### config.mk
export PLATFORM = sky130hd
export DESIGN_NAME = prog_delay_line
export DESIGN_NICKNAME = d
export VERILOG_FILES = /design/src/rtl/prog_delay_line.sv
export SDC_FILE = /design/constraint.sdc
export NUM_CORES = 1
export LEC_CHECK = 0
export CELL_PAD_IN_SITES_DETAIL_PLACEMENT = 1
export CELL_PAD_IN_SITES_GLOBAL_PLACEMENT = 1
export CORE_MARGIN = 2
export CORE_UTILIZATION = 52
export CTS_BUF_LIST = sky130_fd_sc_hd__clkbuf_8 sky130_fd_sc_hd__clkbuf_16
export DETAILED_ROUTE_END_ITERATION = 10
export PLACE_DENSITY = 0.85
export SETUP_SLACK_MARGIN = 0.2
export SYNTH_ARGS = -nofsm -noshare
export SYNTH_HDL_FRONTEND = slang
export SYNTH_SLANG_ARGS = --single-unit
### constraint.sdc
create_clock -name clk -period 3.5 [get_ports clk]
set_input_delay 0.7 -clock clk [delete_from_list [all_inputs] [get_ports clk]]
set_output_delay 0.7 -clock clk [all_outputs]
set_load 0.01 [all_outputs]
### src/rtl/prog_delay_line.sv
// Run-time programmable delay line for ce-gated N-bit samples.
// A circular buffer with a trailing read tap replaces a chain of fixed register stages.
module prog_delay_line #(
  parameter int N = 8,
  parameter int MAX_DELAY = 16,
  localparam int AW = $clog2(MAX_DELAY),
  localparam int DW = $clog2(MAX_DELAY + 1)
) (
  input  logic          clk,
  input  logic          rst,
  input  logic          ce,
  input  logic [DW-1:0] delay,
  input  logic [N-1:0]  idata,
  output logic [N-1:0]  odata,
  output logic          ovalid
);

  localparam logic [DW-1:0] MAX_D = DW'(MAX_DELAY);
  localparam logic [AW-1:0] LAST  = AW'(MAX_DELAY - 1);
  localparam logic [AW:0]   DEPTH = (AW + 1)'(MAX_DELAY);

  logic [N-1:0]  mem [MAX_DELAY];
  logic [AW-1:0] wp_reg;
  logic [DW-1:0] cnt_reg;
  logic [N-1:0]  odata_reg;
  logic          ovalid_reg;

  logic [DW-1:0] de;
  logic [DW-1:0] cnt_next;
  logic [AW:0]   rd_sum;
  logic [AW-1:0] rd_addr;

  // Read tap trails wp by De-1 entries; one extra bit keeps the modulo subtraction positive.
  always_comb begin
    de       = (delay > MAX_D) ? MAX_D : delay;
    cnt_next = (cnt_reg == MAX_D) ? MAX_D : cnt_reg + 1'b1;
    rd_sum   = {1'b0, wp_reg} + DEPTH - (AW + 1)'(de) + 1'b1;
    rd_addr  = (rd_sum >= DEPTH) ? AW'(rd_sum - DEPTH) : AW'(rd_sum);
  end

  always_ff @(posedge clk) begin
    if (ce && !rst) begin
      mem[wp_reg] <= idata;
    end
  end

  always_ff @(posedge clk) begin
    if (rst) begin
      wp_reg     <= '0;
      cnt_reg    <= '0;
      odata_reg  <= '0;
      ovalid_reg <= 1'b0;
    end else if (ce) begin
      wp_reg     <= (wp_reg == LAST) ? '0 : wp_reg + 1'b1;
      cnt_reg    <= cnt_next;
      // Short delays bypass the buffer; longer ones read old contents before this write lands.
      odata_reg  <= (de <= DW'(1)) ? idata : mem[rd_addr];
      ovalid_reg <= (cnt_next >= de);
    end
  end

  assign odata  = (de == '0) ? idata : odata_reg;
  assign ovalid = (de == '0) | ovalid_reg;

endmodule

==> flow_metrics.py, run 1 <==
metrics = {
    "outcome": {
        "status": "finished, final reports clean",
    },
    "final_layout": {
        "area_growth_pct": 22.60,
        "design_area_sq_mm": 0.007691,
        "nets": 468,
        "final_cell_mix": "edfxtp_1, mux4_2, nand2_1",
        "layout-drive-gt1-share_pct": 28.06,
        "fin_cells": 596,
        "largest_reg_flops": 128,
        "mostFrequentLayoutCell": "edfxtp_1",
        "num_antenna_cells": 0,
    },
    "sta": {
        "setup_violations": 0,
        "fin_crit_sh_pct": 95.53,
        "worst_slack_ns": 0.1564,
        "max_freq_ghz": 0.2991,
        "max_slew_margin_pct": 53.37,
        "hold_violations": 0,
        "worst_pin_slew_ns": 0.6973,
        "rsz0062_at_grt": "no",
        "holdWs_ns": 0.4822,
        "skew_ns": 0.01517,
        "maxSlewViolCount": 0,
        "period_needed_ns": 3.344,
    },
    "logic_synthesis": {
        "synth.distinct_cells": 40,
        "ys_warn_count": 0,
        "yosysTopAreaCellShare_pct": 61.27,
        "synth_seq_cells": 146,
        "avgSynthCellArea_sq_um": 16.77,
        "synth_top_area_cell": "edfxtp_1",
        "ys_seq_area_share_pct": 67.01,
        "ys.flop_type": "edfxtp_1",
        "synth_cells": 374,
        "async_reset_ff_share_pct": 0,
        "syn_area_sq_mm": 0.006274,
        "yosys-top-cells-area": "edfxtp_1, mux4_2, dfxtp_1",
        "synth_edf_count": 128,
        "syn-num-nets": 406,
    },
    "drt": {
        "avgViaCountPerCell": 6.117,
        "drc": 0,
        "ant_nets": 0,
        "drt-initial-drc-count": 375,
        "routed_wl_um": 17020,
        "vias": 3646,
        "drt-wirelength-per-cell_um": 28.56,
        "dr.pass1.iters": 5,
    },
    "placement": {
        "numPortBuffers": 24,
        "placed_cell_area_sq_mm": 0.006887,
        "dp.cells": 556,
        "place_congestion": 0.8080,
        "place_worst_setup_slack_ns": -0.5281,
        "post-dp-hpwl_um": 9855,
    },
    "power": {
        "power.density_mw_per_mm2": 614.1,
        "p_total_uw": 4723,
        "ir_drop_mv": 0.4297,
        "leakage_uw": 0.002780,
    },
    "global_route": {
        "grt_pass1_wl_um": 25930,
        "grt_pass1_vias": 4174,
        "grt_max_degree": 28,
        "gr-total-overflow": 0,
        "grtUsageTotal_pct": 28.73,
        "antenna_found_initial": 0,
    },
    "setup_path": {
        "critPathSlowestCell": "fa_2",
        "critPathRequiredTime_ns": 3.79,
        "cp_slowest_stage_delay_ns": 0.59,
        "arrival_ns": 3.64,
        "worstSetupStartpointType": "input pin",
        "path_common_cell": "inv_1",
        "critPathCaptureType": "register",
        "r2r_setup_slack_ns": 0.27,
        "path_cells": "dlygate4sd2_1 > nand2_1 > inv_1 > ha_1 > inv_2 > ha_2 > inv_1 > fa_2 > buf_6 > buf_12 > mux4_2 > and2b_1 > a211o_1 > a31oi_1 > nor3_1",
        "path_class": "in -> reg",
        "crit_fanout": 7,
    },
    "floorplan": {
        "fp.dieH_um": 113.8,
        "io_pins": 25,
        "initial_core_util_pct": 52.67,
        "die_x_um": 113.8,
        "core_area_sq_mm": 0.01191,
        "rows": 40,
        "die-area_sq_mm": 0.01296,
    },
    "cts": {
        "numCtsBuffers": 17,
        "htreeDepth": 4,
        "clkLatencyLatePin_ns": 0.43,
        "cts_root_buf": "clkbuf_16",
        "cts_tree": "yes",
        "cts_buffer_depth": 2,
        "holdBufCountCts": 0,
        "clock-sinks": 146,
        "path_clk_slew_ns": 0.06,
    },
    "run": {
        "drv_cap": 0,
    },
    "worst_hold_path": {
        "hold_path_class": "reg -> reg",
    },
}
-- where the power goes --
part | internal, uW | switching (uW)
registers | 1920 | 18.4
clock network | 1360 | 720
logic | 365 | 337
-- synth_stat cells (3+ instances only) --
cell      count
a211o_1       7
nand2_1      30
inv_1        10
a21oi_1       3
xnor2_1       3
ha_1         15
and2_1       16
buf_2         4
clkbuf_1      7
and2b_1       3
buf_6         3
mux4_2       32
nor3_1        9
a31oi_1       9
nand2b_1      3
mux2_2        8
mux2i_1      14
edfxtp_1    128
nor2_1       18
a21o_1        3
xor2_1        4
nor2b_1       5
dfxtp_1      18
-- cells by family after synthesis --
logic type,count (synthesis),synth area share (%)
DFF,146,67.01
xor gates and xnor gates,8,1.356
buffers and inverters,27,2.373
and+or+nand+nor,99,8.117
adders and majority gates,16,3.311
muxes,54,15.16
AOI/OAI and AO/OA,24,2.672
-- metrics by stage --
step | setup TNS, ns | utilization (%)
after floorplan | 0 | -
after CTS | 0 | 64.35
after detailed placement | -5.403 | 57.82
after global routing | 0 | 64.57
after global placement | -3.440 | 57.82
final | 0 | 64.57
-- metal layers --
layer  global-route usage, %  wire length [um]  up-vias
met1                   34.38              6514     1878
li1                        -                 -     1570
met3                   5.951               911       41
met5                       0                 0        -
met4                   15.20               569        0
met2                   49.30              9023      157
-- critical path, delay by kind of cell --
kind | cells | cell delay [ns]
fa+ha+maj | 3 | 1.04
buf+inv | 6 | 0.70
compound gates | 2 | 0.47
simple gates | 3 | 0.42
mux | 1 | 0.30
-- path summary, 6_finish.rpt --
check,startpoint,end,depth (start not counted)
hold / removal,odata_reg[4],odata_reg[4],2
hold reg to reg,odata_reg[4],odata_reg[4],2
setup reg to reg,wp_reg[1],odata_reg[7],13
setup / recovery,delay[1],odata_reg[7],15
-- what timing repair did --
| action | in CTS | in global routing |
|---|---|---|
| endpoints found under the setup margin | 17 | 15 |
| gates cloned | 1 | 0 |
| gates resized for setup | 28 | 9 |
| buffers inserted | 5 | 2 |
| pin swaps | 3 | 7 |
-- layout make-up --
cell class | count | area [sq um]
Clock buffer | 19 | 452.9
Clock inverter | 13 | 217.7
Fill cell | 1028 | 4220
Inverter | 10 | 37.54
Multi-Input combinational cell | 201 | 1964
Sequential cell | 146 | 4204
Tap cell | 147 | 183.9
Timing Repair Buffer | 60 | 630.6
Power figures use the tool's default switching activity.
==> run 2: changes to the inputs <==
--- a/config.mk
+++ b/config.mk
@@ -8,10 +8,10 @@
 export CELL_PAD_IN_SITES_DETAIL_PLACEMENT = 1
 export CELL_PAD_IN_SITES_GLOBAL_PLACEMENT = 1
 export CORE_MARGIN = 2
-export CORE_UTILIZATION = 52
+export CORE_UTILIZATION = 47
 export CTS_BUF_LIST = sky130_fd_sc_hd__clkbuf_8 sky130_fd_sc_hd__clkbuf_16
 export DETAILED_ROUTE_END_ITERATION = 10
-export PLACE_DENSITY = 0.85
+export PLACE_DENSITY = 0.74
 export SETUP_SLACK_MARGIN = 0.2
 export SYNTH_ARGS = -nofsm -noshare
 export SYNTH_HDL_FRONTEND = slang
==> constraint.sdc (replaced) <==
create_clock -name clk -period 2.97 [get_ports clk]
set_input_delay 0.594 -clock clk [delete_from_list [all_inputs] [get_ports clk]]
set_output_delay 0.594 -clock clk [all_outputs]
set_load 0.01 [all_outputs]
==> flow_metrics.py, run 2 (same netlist as run 1, synthesis figures left out) <==
metrics = {
    "sta": {
        "rsz0062_at_grt": "yes",
        "worst_pin_slew_ns": 0.6487,
        "setup_violations": 0,
        "max_slew_margin_pct": 56.75,
        "max_freq_ghz": 0.3571,
        "skew_ns": 0.007621,
        "holdWs_ns": 0.4808,
        "period_needed_ns": 2.800,
        "hold_violations": 0,
        "fin_crit_sh_pct": 94.28,
        "maxSlewViolCount": 0,
    },
    "cts": {
        "path_clk_slew_ns": 0.06,
        "htreeDepth": 4,
        "numCtsBuffers": 17,
        "clock-sinks": 146,
        "cts_buffer_depth": 2,
        "clkLatencyLatePin_ns": 0.43,
        "cts_root_buf": "clkbuf_16",
        "cts_tree": "yes",
    },
    "placement": {
        "numPortBuffers": 24,
        "post-dp-hpwl_um": 9520,
        "placed_cell_area_sq_mm": 0.006940,
        "dp.cells": 591,
        "place_congestion": 0.7452,
    },
    "setup_path": {
        "crit_family": "adder cells",
        "crit_fanout": 6,
        "critPathSlowestCell": "fa_2",
        "critPathRequiredTime_ns": 3.28,
        "critPathBufInv": 7,
        "path_class": "in -> reg",
        "cp_slowest_stage_delay_ns": 0.65,
        "worstSetupStartpointType": "input pin",
        "critPathCaptureType": "register",
        "arrival_ns": 3.11,
        "path_cells": "buf_12 > inv_12 > nand2_8 > inv_6 > ha_4 > inv_4 > ha_4 > inv_2 > fa_2 > buf_12 > buf_16 > mux4_2 > mux2i_2 > nand2_1 > a31oi_1 > nor3_1",
    },
    "final_layout": {
        "final_cell_mix": "edfxtp_1, buf_4, mux4_2",
        "finalCoreUtilization_pct": 59.47,
        "fin_cells": 632,
        "largest_reg_flops": 128,
        "mostFrequentLayoutCell": "edfxtp_1",
        "num_antenna_cells": 0,
        "fillers": 1192,
        "design_area_sq_mm": 0.007812,
        "area_growth_pct": 24.53,
        "nets": 477,
        "layout-drive-gt1-share_pct": 33.77,
    },
    "global_route": {
        "grt_pass1_wl_um": 23430,
        "grt_pass1_vias": 3784,
        "grtUsageTotal_pct": 23.48,
        "grt_use_met1_pct": 31.74,
        "busiest_layer": "met2",
        "grtUsageMet2_pct": 37.07,
        "antenna_found_initial": 0,
        "use_met3_pct": 6.084,
        "grt_max_degree": 28,
        "gr-total-overflow": 0,
    },
    "floorplan": {
        "initial_core_util_pct": 47.75,
        "core_area_sq_mm": 0.01314,
        "io_pins": 25,
        "fp.dieH_um": 119.5,
        "rows": 42,
        "die-area_sq_mm": 0.01429,
        "die_x_um": 119.5,
    },
    "drt": {
        "avgViaCountPerCell": 5.579,
        "ant_nets": 0,
        "vias": 3526,
        "drt-initial-drc-count": 294,
        "drt-wirelength-per-cell_um": 24.30,
        "drc": 0,
        "dr.pass1.iters": 4,
        "routed_wl_um": 15360,
    },
    "power": {
        "ir_drop_mv": 0.5815,
        "leakage_uw": 0.002795,
        "power.density_mw_per_mm2": 670.0,
        "p_total_uw": 5234,
    },
    "outcome": {
        "status": "finished, final reports clean",
    },
    "worst_hold_path": {
        "hold_path_class": "reg -> reg",
    },
    "run": {
        "drv_cap": 0,
    },
}
[run 2: changes by cell type in the layout (fill, tap and decap cells not counted), sizes merged, moves of 2 or more]
cell           delta
dlygate4sd2       -4
inv               -2
bufinv            -3
clkdlybuf4s15     -3
buf              +18
clkbuf            -2
clkinv            +6
[run 2: cell type report]
type | instances | area [sq um] | share of cell area, %
Tap cell | 176 | 220.2 | 2.819
Inverter | 10 | 60.06 | 0.7687
Timing Repair Buffer | 69 | 683.2 | 8.744
Multi-Input combinational cell | 201 | 2068 | 26.47
Sequential cell | 146 | 4208 | 53.86
Clock inverter | 13 | 147.6 | 1.890
Clock buffer | 17 | 425.4 | 5.445
[run 2: worst min-delay path: cells and delay by family, from the launching register on]
family | cells | cell delay (ns)
flops | 1 | 0.31
simple gates | 2 | 0.13
[run 2: worst paths after layout]
check,start,cells after the start,slack (ns),to
hold reg to reg,odata_reg[4],2,0.48,odata_reg[4]
setup / recovery,delay[4],16,0.17,odata_reg[1]
setup reg to reg,wp_reg[1],13,0.20,odata_reg[1]
hold / removal,odata_reg[4],2,0.48,odata_reg[4]
[run 2: what timing repair did]
item | 4_1_cts | 5_1_grt
setup endpoints to repair | 17 | 16
resized for setup | 81 | 14
pin swaps | 12 | 13
buffers inserted | 6 | 2
hold buffers | 0 | 0
cloned | 3 | 0
[run 2: stage by stage]
| stage | setup TNS (ns) | setup slack [ns] |
|---|---|---|
| detailed placement | -12.29 | -0.8757 |
| global route | 0 | 0.1059 |
| global placement | -11.22 | -0.7918 |
| CTS | 0 | 0.2025 |
| floorplan | 0 | 0.07632 |
| finish | 0 | 0.1700 |
[run 2: routing by layer]
| metal | routed length, um | vias to the layer above | part of all wire, % |
|---|---|---|---|
| li1 | - | 1584 | - |
| met1 | 6470 | 1814 | 42 |
| met2 | 7589 | 105 | 49 |
| met3 | 980 | 23 | 6.4 |
| met4 | 318 | 0 | 2.1 |
| met5 | 0 | - | 0 |
[run 2: power by group]
| group | switching [uW] | total (uW) | internal, uW |
|---|---|---|---|
| logic | 390 | 840 | 450 |
| registers | 19.0 | 2280 | 2260 |
| clock network | 819 | 2110 | 1300 |
